--- config.mk ---
export PLATFORM = sky130hd
export DESIGN_NAME = dp_exec_ctrl
export DESIGN_NICKNAME = d
export VERILOG_FILES = /design/src/rtl/cpu_ctrl_pkg.sv /design/src/rtl/cond_check.sv /design/src/rtl/dp_exec_ctrl.sv
export SDC_FILE = /design/constraint.sdc
export NUM_CORES = 1
export LEC_CHECK = 0
export ABC_AREA = 1
export ABC_CLOCK_PERIOD_IN_PS = 2250
export CORE_ASPECT_RATIO = 0.7
export CORE_MARGIN = 2
export CORE_UTILIZATION = 40
export CTS_CLUSTER_DIAMETER = 80
export DETAILED_ROUTE_END_ITERATION = 12
export GPL_ROUTABILITY_DRIVEN = 0
export GPL_TIMING_DRIVEN = 0
export PLACE_DENSITY_LB_ADDON = 0.3
export SETUP_SLACK_MARGIN = 0.1
export SYNTH_ARGS = -nofsm -noshare
export SYNTH_HDL_FRONTEND = slang
export SYNTH_SLANG_ARGS = --single-unit
--- constraint.sdc ---
create_clock -name clk -period 2.25 [get_ports clk]
set_clock_uncertainty 0.15 [all_clocks]
set_input_delay 0.5625 -clock clk [delete_from_list [all_inputs] [get_ports clk]]
set_output_delay 0.5625 -clock clk [all_outputs]
set_load 0.02 [all_outputs]
--- src/rtl/cpu_ctrl_pkg.sv ---
// Shared encodings for the data-processing control path: FSM states, PC mux selects,
// ARM condition codes and the undefined-instruction vector.
package cpu_ctrl_pkg;

   localparam int unsigned STATE_W = 3;

   localparam logic [2:0] S_IDLE    = 3'd0;
   localparam logic [2:0] S_FETCH   = 3'd1;
   localparam logic [2:0] S_DECODE  = 3'd2;
   localparam logic [2:0] S_READ    = 3'd3;
   localparam logic [2:0] S_READ_RS = 3'd4;
   localparam logic [2:0] S_EXEC    = 3'd5;
   localparam logic [2:0] S_WB      = 3'd6;
   localparam logic [2:0] S_UND     = 3'd7;

   localparam logic [1:0] PCSEL_INC = 2'd0;
   localparam logic [1:0] PCSEL_ALU = 2'd1;
   localparam logic [1:0] PCSEL_UND = 2'd2;

   localparam logic [3:0] EQ = 4'h0;
   localparam logic [3:0] NE = 4'h1;
   localparam logic [3:0] CS = 4'h2;
   localparam logic [3:0] CC = 4'h3;
   localparam logic [3:0] MI = 4'h4;
   localparam logic [3:0] PL = 4'h5;
   localparam logic [3:0] VS = 4'h6;
   localparam logic [3:0] VC = 4'h7;
   localparam logic [3:0] HI = 4'h8;
   localparam logic [3:0] LS = 4'h9;
   localparam logic [3:0] GE = 4'hA;
   localparam logic [3:0] LT = 4'hB;
   localparam logic [3:0] GT = 4'hC;
   localparam logic [3:0] LE = 4'hD;
   localparam logic [3:0] AL = 4'hE;
   localparam logic [3:0] NV = 4'hF;

   // Consumed by the datapath PC mux on the PCSEL_UND leg.
   localparam logic [31:0] UND_VECTOR = 32'h0000_0004;

endpackage

--- src/rtl/cond_check.sv ---
// ARM condition-code evaluator: pass is high when cond holds for the given NZCV flags.
module cond_check
   import cpu_ctrl_pkg::*;
(
   input  logic [3:0] cond,
   input  logic [3:0] nzcv,
   output logic       pass
);

   logic n, z, c, v;
   assign {n, z, c, v} = nzcv;

   always_comb begin
      pass = 1'b0;
      case (cond)
         EQ:      pass = z;
         NE:      pass = !z;
         CS:      pass = c;
         CC:      pass = !c;
         MI:      pass = n;
         PL:      pass = !n;
         VS:      pass = v;
         VC:      pass = !v;
         HI:      pass = c && !z;
         LS:      pass = !c || z;
         GE:      pass = (n == v);
         LT:      pass = (n != v);
         GT:      pass = !z && (n == v);
         LE:      pass = z || (n != v);
         AL:      pass = 1'b1;
         default: pass = 1'b0;
      endcase
   end

endmodule

--- src/rtl/dp_exec_ctrl.sv ---
// Multi-cycle sequencer for the data-processing datapath: fetch, decode, condition
// check, operand read, execute and writeback, with undefined-instruction trap.
module dp_exec_ctrl
   import cpu_ctrl_pkg::*;
#(
   parameter int unsigned CNT_W = 32
) (
   input  logic             clk,
   input  logic             rst_n,
   input  logic             run,
   input  logic             imem_ack,
   input  logic [3:0]       cond,
   input  logic [3:0]       nzcv,
   input  logic             und_ins,
   input  logic [1:0]       rs_imm_s,
   input  logic             ttcc,
   input  logic             s_bit,
   output logic             imem_req,
   output logic             ir_we,
   output logic             pc_we,
   output logic [1:0]       pc_sel,
   output logic             rf_rd_ab_en,
   output logic             rf_rd_s_en,
   output logic             alu_res_we,
   output logic             flag_we,
   output logic             rf_we,
   output logic             und_trap,
   output logic             busy,
   output logic [2:0]       state,
   output logic [CNT_W-1:0] retired_cnt
);

   logic [STATE_W-1:0] state_q, state_d;
   logic               cond_pass;
   logic               retire;
   logic [2:0]         after_done;

   cond_check u_cond_check (
      .cond (cond),
      .nzcv (nzcv),
      .pass (cond_pass)
   );

   assign state      = state_q;
   assign busy       = (state_q != S_IDLE);
   assign after_done = run ? S_FETCH : S_IDLE;

   always_ff @(posedge clk or negedge rst_n) begin
      if (!rst_n) state_q <= S_IDLE;
      else        state_q <= state_d;
   end

   // Next state and Moore outputs; only the FETCH write enables look at imem_ack.
   always_comb begin
      state_d     = state_q;
      imem_req    = 1'b0;
      ir_we       = 1'b0;
      pc_we       = 1'b0;
      pc_sel      = PCSEL_INC;
      rf_rd_ab_en = 1'b0;
      rf_rd_s_en  = 1'b0;
      alu_res_we  = 1'b0;
      flag_we     = 1'b0;
      rf_we       = 1'b0;
      und_trap    = 1'b0;
      retire      = 1'b0;
      case (state_q)
         S_IDLE: begin
            if (run) state_d = S_FETCH;
         end
         S_FETCH: begin
            imem_req = 1'b1;
            if (imem_ack) begin
               ir_we   = 1'b1;
               pc_we   = 1'b1;
               state_d = S_DECODE;
            end
         end
         S_DECODE: begin
            if (und_ins)         state_d = S_UND;
            else if (!cond_pass) state_d = after_done;
            else                 state_d = S_READ;
         end
         S_READ: begin
            rf_rd_ab_en = 1'b1;
            state_d     = (rs_imm_s == 2'b01) ? S_READ_RS : S_EXEC;
         end
         S_READ_RS: begin
            rf_rd_s_en = 1'b1;
            state_d    = S_EXEC;
         end
         S_EXEC: begin
            alu_res_we = 1'b1;
            flag_we    = s_bit | ttcc;
            if (ttcc) begin
               retire  = 1'b1;
               state_d = after_done;
            end else begin
               state_d = S_WB;
            end
         end
         S_WB: begin
            rf_we   = 1'b1;
            retire  = 1'b1;
            state_d = after_done;
         end
         S_UND: begin
            und_trap = 1'b1;
            pc_we    = 1'b1;
            pc_sel   = PCSEL_UND;
            state_d  = after_done;
         end
         default: state_d = S_IDLE;
      endcase
   end

   // Retired-instruction counter, wraps naturally at 2^CNT_W.
   always_ff @(posedge clk or negedge rst_n) begin
      if (!rst_n)      retired_cnt <= '0;
      else if (retire) retired_cnt <= retired_cnt + CNT_W'(1);
   end

endmodule

==> run metrics, run 1 <==
syn nets 372; CP startpoint state[1]$_DFFE_PN0P_; Seq cells post-synth 35; CTS Buf Count 5; Synth Area in Simple Gates 37.66%; critical-path cell list clkdlybuf4s50_1; top_reg_cell synth dfrtp_1; Synth-to-Final Area Change 35.27%; total power 2.319 mW; Horiz. Die Dim 96.82 um; CP bufs+invs 1; htree depth 2; top cells by area, synth dfrtp_1 36%, nand2_1 17%, xor2_1 8.7%, nor2_1 7.3%, inv_1 7.2%; Slew Viols, Final 0; DR vias/cell 4.948; first-pass GRT wire length 10.38 mm; setup TNS 0 ns; synth cell count leaders 107 x nand2_1, 47 x nor2_1, 46 x inv_1, 35 x dfrtp_1, 24 x xor2_1; pwr/cell area 710.6 mW/mm^2; FFs w/ async S/R, synth 100.0%; max-cap violation count 0; RSZ-0062 raised after global routing true; Yosys top cell area share 36.31%; grt total ovfl 0; max_slew headroom 47.77%; Slowest cell on crit path clkdlybuf4s50_1; status finished, final reports clean; Initial DRC Count 188; Sink Count 35; Syn. warnings 0; fin crit share 94.47%; sequential cell area 878.3 sq um; P_leak 1.558 nW; initial core utilization 41.70%; Distinct cells, synth 27; Util after Layout 56.41%; area occupied by multi-input gates 0.001348 sq mm; CP Class reg2out; DIE AREA 0.006678 sq mm; Avg Synthesized Cell Area 6.814 sq um; pin count of the biggest net entering global routing 36; Achievable Freq 0.4704 GHz; top cell type by total area after synthesis dfrtp_1; WP data arrival 1.41 ns; final net count 446; sequential fraction of the synthesis area 36.31%; clock period minus worst slack 2.126 ns; vias in the first global route 2164; VDD IR max 0.5057 mV; CTS Buffer Depth 2; final hold vios 0; multiplexer share of the synthesized area 0.9336%; Buffers on Ports 62; row count 23; Slew @ Worst Pin 0.7834 ns; Pre-antenna DRT Iters 5; Post-Syn Area 0.002412 sq mm; CP delay by family, top buffers and inverters; final WL 6.364 mm; most frequent cell after synthesis nand2_1; DRC viols 0; fillers 566; DR vias 2494; Min-Delay Path Class in2async; total track usage 19.71%; CP max stage delay 0.65 ns; CTS root buffer clkbuf_8; CTS clock-pin slew for the worst setup and hold paths 0.07 ns; CTS tree yes; Data required, critical path 1.54 ns; share of cells above drive strength 1 10.26%; xor-xnor portion of the synthesized cell area 10.17%; Worst setup SP type flip-flop; Clk Latency, worst-skew pair 0.29 ns; final worst slack 0.1244 ns; Critical Path Sink Type output pin; Cells after Synth 354; # setup viols final 0; worst-path fanout max 8; Detail Route Antenna Nets 0; antenna violations before repair 0; Post-DP HPWL 4.997 mm; # diodes 0; Synth Area in Compound Gates 5.446%; Post-synth EDFFs 0; wire length per cell 12.63 um; Critical R2R Launch state[1]$_DFFE_PN0P_; core area 0.005784 sq mm; DIE HEIGHT 68.98 um; Worst Hold Slack 0.1997 ns; Top Ports 64; Synth Area in Adders 0.5187%; main combinational cell family by area after synthesis simple AND/OR/NAND/NOR gates; pre-CTS setup slack -0.3106 ns
-- final timing paths --
path                                                to  slack [ns]  cells past startpoint
max                                           state[1]        0.12                      1
min                        retired_cnt[19]$_DFFE_PN0P_        0.20                      1
max reg2reg                retired_cnt[12]$_DFFE_PN0P_        0.28                      7
min reg2reg                 retired_cnt[7]$_DFFE_PN0P_        0.37                      1
max in group asynchronous         state[1]$_DFFE_PN0P_        1.21                      1
min in group clk            retired_cnt[7]$_DFFE_PN0P_        0.37                      1
-- sequential cells by signal (all words and copies together), names as in the netlist --
name / count
retired_cnt: 32
state: 3
-- logic make-up (layout without fill, tap and decap cells) --
family / after synthesis / after routing
AOI/OAI and AO/OA: 26 / 26
xor gates and xnor gates: 28 / 28
adders and majority gates: 1 / 1
buffers and inverters: 53 / 128
DFF: 35 / 35
muxes: 2 / 2
other: 1 / 1
and+or+nand+nor: 208 / 208
-- through the flow --
step / instances / area (sq um)
finish: 504 / 3263
detailed placement: 491 / 3133
global placement: 491 / 3138
floorplan: 354 / 2424
CTS: 501 / 3208
global route: 504 / 3263
-- final cells by class --
type | count | area share (%)
Multi-Input combinational cell | 266 | 41.30
Sequential cell | 35 | 26.92
Timing Repair Buffer | 67 | 19.90
Inverter | 47 | 5.406
Tap cell | 75 | 2.876
Clock buffer | 7 | 2.339
Buffer | 6 | 1.112
Clock inverter | 1 | 0.1534
-- cells in the final DEF, fill, tap and decap left out, types with 3 or more instances in the layout --
master and count:
inv_2 3, o21ai_0 20, xor2_1 24, nor3_1 16, nor2_1 44, dlygate4sd2_1 4, clkdlybuf4s50_1 44, a21oi_1 4
buf_2 5, clkbuf_8 5, dlymetal6s2s_1 6, nand2_1 107, xnor2_1 4, clkbuf_1 3, nor3_2 3, buf_4 9
inv_1 44, nand3_1 18, nor2_2 3, dfrtp_1 33, nand4_1 9
-- worst reg2reg max path, stage by stage, from the launching register on --
cell,delay (ns)
dfrtp_2,0.48
buf_6,0.15
nor3_4,0.18
buf_4,0.14
nand2_2,0.07
nand2_4,0.12
buf_4,0.21
mux2_2,0.36
-- routing by layer --
| metal | track usage [%] | part of all wire, % | vias up |
|---|---|---|---|
| met5 | 0 | 0 | - |
| met4 | 4.754 | 0.99 | 0 |
| met3 | 3.528 | 6.2 | 5 |
| met2 | 27.78 | 40 | 76 |
| met1 | 30.80 | 52 | 1138 |
| li1 | - | - | 1275 |
-- power breakdown --
part	switching, mW	internal (mW)	leakage [nW]
Sequential	0.110	0.706	0.470
Combinational	0.635	0.424	1.05
Clock	0.227	0.217	0.0422
Total	0.972	1.35	1.56
-- timing repair --
item	4_1_cts	5_1_grt
endpoints found under the hold margin	0	0
hold buffers	0	0
buffers inserted	2	3
resized for setup	34	15
pin swaps	2	3
endpoints found under the setup margin	13	13
Note: power is estimated with default switching activity, not from simulation.
==> inputs of run 2 (changes only) <==
Settings changed: ABC_CLOCK_PERIOD_IN_PS 2250 to 2290, CAP_MARGIN set to 20.
Clock period 2.25 ns to 2.29 ns, I/O delays scaled along.
==> run metrics, run 2 (same netlist as run 1, synthesis figures left out) <==
DIE HEIGHT 68.98 um; CP bufs+invs 2; Post-DP HPWL 4.997 mm; Synth-to-Final Area Change 34.28%; area of placed instances 0.003133 sq mm; Worst Hold Slack 0.2082 ns; worst r2r dst retired_cnt[30]$_DFFE_PN0P_; pin count of the biggest net entering global routing 36; htree depth 2; pre-CTS setup slack -0.2906 ns; clock period minus worst slack 2.206 ns; commonest non-fill, non-tap cell in the layout nand2_1; Slew Viols, Final 0; total track usage 19.62%; Min-Delay Path Class in2async; CP max stage delay 0.60 ns; DRC viols 0; # setup viols final 0; Largest register FFs 32; Slowest cell on crit path clkdlybuf4s50_1; Achievable Freq 0.4534 GHz; Buffers on Ports 62; R2R depth 7; DIE AREA 0.006678 sq mm; row count 23; Pre-antenna DRT Iters 4; VDD IR max 0.5084 mV; final WL 6.355 mm; final worst slack 0.08423 ns; dpl cells 491; wire length per cell 12.61 um; vias in the first global route 2155; first-pass GRT wire length 10.33 mm; pwr/cell area 703.1 mW/mm^2; Critical R2R Launch retired_cnt[0]$_DFFE_PN0P_; Worst setup SP type flip-flop; Clk Latency, worst-skew pair 0.29 ns; RSZ-0062 raised after global routing true; core area 0.005784 sq mm; Util after Layout 56.00%; share of cells above drive strength 1 9.091%; CP Class reg2out; Critical Path Sink Type output pin; Slew @ Worst Pin 0.7841 ns; CTS Buf Count 5; CTS root buffer clkbuf_8; final hold vios 0; CTS clock-pin slew for the worst setup and hold paths 0.07 ns; Final Instance Area 0.003239 sq mm; Data required, critical path 1.57 ns; most frequent cells in the layout 107 x nand2_1, 47 x clkdlybuf4s50_1, 46 x nor2_1; # diodes 0; max-cap violation count 0; Sink Count 35; Top reg by flops retired_cnt; Cell Count, Final, Fillers Out 504; DR vias/cell 4.986; Top Ports 64; status finished, final reports clean; Horiz. Die Dim 96.82 um; DR vias 2513; worst-path fanout max 6; grt total ovfl 0; CTS tree yes; Detail Route Antenna Nets 0; final net count 446; CTS Buffer Depth 2; Initial DRC Count 158; R2R setup slack 0.27 ns; critical-path cell list buf_4 -> clkdlybuf4s50_1; initial core utilization 41.70%; fin crit share 96.32%; WP data arrival 1.48 ns; P_leak 1.516 nW; CP delay by family, top buffers and inverters; total power 2.278 mW; hold buffers post-CTS 0; max_slew headroom 47.73%; setup TNS 0 ns; antenna violations before repair 0
-- run 2: cell count changes in the layout (fill, tap and decap cells not counted), moves of 2 or more --
cell             previous run  this run
clkdlybuf4s50_1            44        47
nor2_2                      3         1
dlymetal6s2s_1              6         3
buf_6                       2         0
nor2_1                     44        46
-- run 2: how the worst max path moves through the flow --
stage / startpoint / to / slack [ns] / depth (start not counted)
finish: state[1]$_DFFE_PN0P_ / state[1] / 0.08 / 2
global route: state[1]$_DFFE_PN0P_ / state[1] / 0.06 / 2
detailed placement: ttcc / flag_we / -0.29 / 4
global placement: rst_n / retired_cnt[4]$_DFFE_PN0P_ / -0.29 / 1
floorplan: state[0]$_DFFE_PN0P_ / pc_we / 0.19 / 4
CTS: state[0]$_DFFE_PN0P_ / rf_we / 0.1 / 4
-- run 2: worst register-to-register path, stage by stage, from the launching register on --
cell     delay [ns]
dfrtp_1        0.44
ha_1           0.25
nand3_1        0.20
nor3_1         0.44
nand2_1        0.12
xor2_1         0.15
nand2_1        0.05
o21ai_0        0.08
-- run 2: area by class of cell --
class                      instances  area [sq um]
fill                             567          2545
multi-input combinational        266          1338
sequential                        35         878.3
timing repair buffer              67         635.6
inverter                          47         176.4
tap                               75         93.84
clock buffer                       7         76.32
buffer                             6         36.28
clock inverter                     1         5.005
-- run 2: metal layers --
metal  routed length [um]  up-vias  GRT usage, %
li1                     -     1270             -
met3                  375        5         3.528
met2                 2559       79         27.52
met5                    0        -             0
met4                   63        0         4.754
met1                 3357     1159         30.74
-- run 2: what timing repair did --
action | 4_1_cts | 5_1_grt
pin swaps | 0 | 2
endpoints found under the setup margin | 12 | 10
buffers inserted | 1 | 4
gates resized for setup | 28 | 8
gates cloned | 0 | 0
endpoints found under the hold margin | 0 | 0
-- run 2: power breakdown --
part / leakage [nW] / internal [mW] / switching (mW)
Combinational: 1.00 / 0.416 / 0.626
Clock: 0.0422 / 0.213 / 0.226
Sequential: 0.470 / 0.694 / 0.102
Total: 1.52 / 1.32 / 0.954
==> inputs of run 3 (changes only) <==
Settings changed: CORE_ASPECT_RATIO 0.7 to not set, DONT_BUFFER_PORTS set to 1.
==> run metrics, run 3 (same netlist as run 1, synthesis figures left out) <==
# setup viols final 1; CP Class reg2out; Buffers on Ports 0; met2 Use GR 31.89%; vias in the first global route 2124; P_leak 1.206 nW; Synth-to-Final Area Change 12.40%; DR vias/cell 5.045; antenna violations before repair 0; met3 GRT Util 6.374%; Clk Latency, worst-skew pair 0.28 ns; final net count 384; total track usage 18.62%; CTS clock-pin slew for the worst setup and hold paths 0.06 ns; wire length per cell 13.34 um; initial core utilization 40.99%; max-cap violation count 0; final hold vios 0; clock period minus worst slack 2.314 ns; setup TNS -0.02354 ns; # diodes 0; commonest non-fill, non-tap cell in the layout nand2_1; total power 2.029 mW; Data required, critical path 1.57 ns; htree depth 2; most frequent cells in the layout 107 x nand2_1, 43 x nor2_1, 42 x inv_1; Critical Path Sink Type output pin; first-pass GRT wire length 9.584 mm; failing checks negative setup slack; Detail Route Antenna Nets 0; Achievable Freq 0.4322 GHz; DR vias 2220; status complete, but fails checks; Top reg by flops retired_cnt; DIE HEIGHT 81.66 um; RSZ-0062 raised after global routing true; row count 28; Most common cell on crit path buf_4; worst-path fanout max 4; CTS Buf Count 5; CTS tree yes; VDD IR max 0.5350 mV; CTS Buffer Depth 2; Slowest cell on crit path dfrtp_2; fillers 595; Largest register FFs 32; final worst slack -0.02354 ns; fin crit share 101.0%; met1 usage 21.78%; DIE AREA 0.006668 sq mm; CTS root buffer clkbuf_8; WP data arrival 1.59 ns; pin count of the biggest net entering global routing 36; Worst setup SP type flip-flop; share of cells above drive strength 1 11.51%; core area 0.005886 sq mm; Min-Delay Path Class in2reg; Initial DRC Count 141; DRC viols 0; GRT Max-Usage Layer met2; Post-DP HPWL 4.613 mm; grt total ovfl 0; pwr/cell area 748.5 mW/mm^2; Horiz. Die Dim 81.66 um; Pre-antenna DRT Iters 4; Slew Viols, Final 0; final WL 5.870 mm; critical-path cell list clkinvlp_4 -> buf_4 -> buf_4 -> buf_4 -> o22ai_4; Sink Count 35; CP max stage delay 0.48 ns; Top Ports 64
run 3: worst paths after layout:
| path | start | end | slack (ns) | cells after the start |
|---|---|---|---|---|
| min in group asynchronous | rst_n | retired_cnt[0]$_DFFE_PN0P_ | 0.60 | 2 |
| min reg2reg | retired_cnt[0]$_DFFE_PN0P_ | retired_cnt[0]$_DFFE_PN0P_ | 0.46 | 1 |
| min | und_ins | state[2]$_DFFE_PN0P_ | 0.31 | 2 |
| max reg2reg | state[0]$_DFFE_PN0P_ | retired_cnt[12]$_DFFE_PN0P_ | 0.22 | 6 |
| max in group asynchronous | rst_n | state[2]$_DFFE_PN0P_ | 1.20 | 2 |
| max | state[0]$_DFFE_PN0P_ | pc_we | -0.02 | 5 |
run 3: critical path, delay by kind of cell, from the launching register on:
kind | cells | cell delay [ns]
buf+inv | 4 | 0.62
compound gates | 1 | 0.21
flops | 1 | 0.48
run 3: metrics by stage:
step / cells / cell area [sq um] / setup slack [ns] / util (%) / hold slack [ns]
floorplan: 354 / 2424 / 0.1858 / - / 0.1269
global placement: 429 / 2517 / 0.04921 / 42.77 / 0.1276
detailed placement: 429 / 2517 / 0.03231 / 42.77 / 0.1276
CTS: 440 / 2693 / -0.08375 / 45.75 / 0.3046
global route: 440 / 2711 / -0.1069 / 46.07 / 0.3152
finish: 440 / 2711 / -0.02354 / 46.07 / 0.3060
run 3: repair_timing:
item / 4_1_cts / 5_1_grt
hold buffers: 2 / 0
endpoints found under the hold margin: 35 / 0
gates resized for setup: 16 / 8
setup buffers: 3 / 0
endpoints found under the setup margin: 19 / 19
pin swaps: 2 / 2
run 3: per-layer routing:
layer	part of all wire, %	wire (um)
met5	0	0
met1	44	2556
met4	0.95	56
met2	49	2871
met3	6.6	385
run 3: report_power, final:
group          internal, mW  switching, mW  total [mW]
sequential            0.696          0.215       0.911
combinational         0.230          0.484       0.714
clock                 0.202          0.202       0.404
run 3: final cells by class:
type	instances	area, sq um	share of cell area, %
buffer	6	45.04	1.661
clock buffer	6	72.57	2.677
inverter	47	182.7	6.737
multi-input combinational	266	1384	51.04
sequential	35	880.8	32.49
tap	75	93.84	3.461
timing repair buffer	5	52.55	1.938
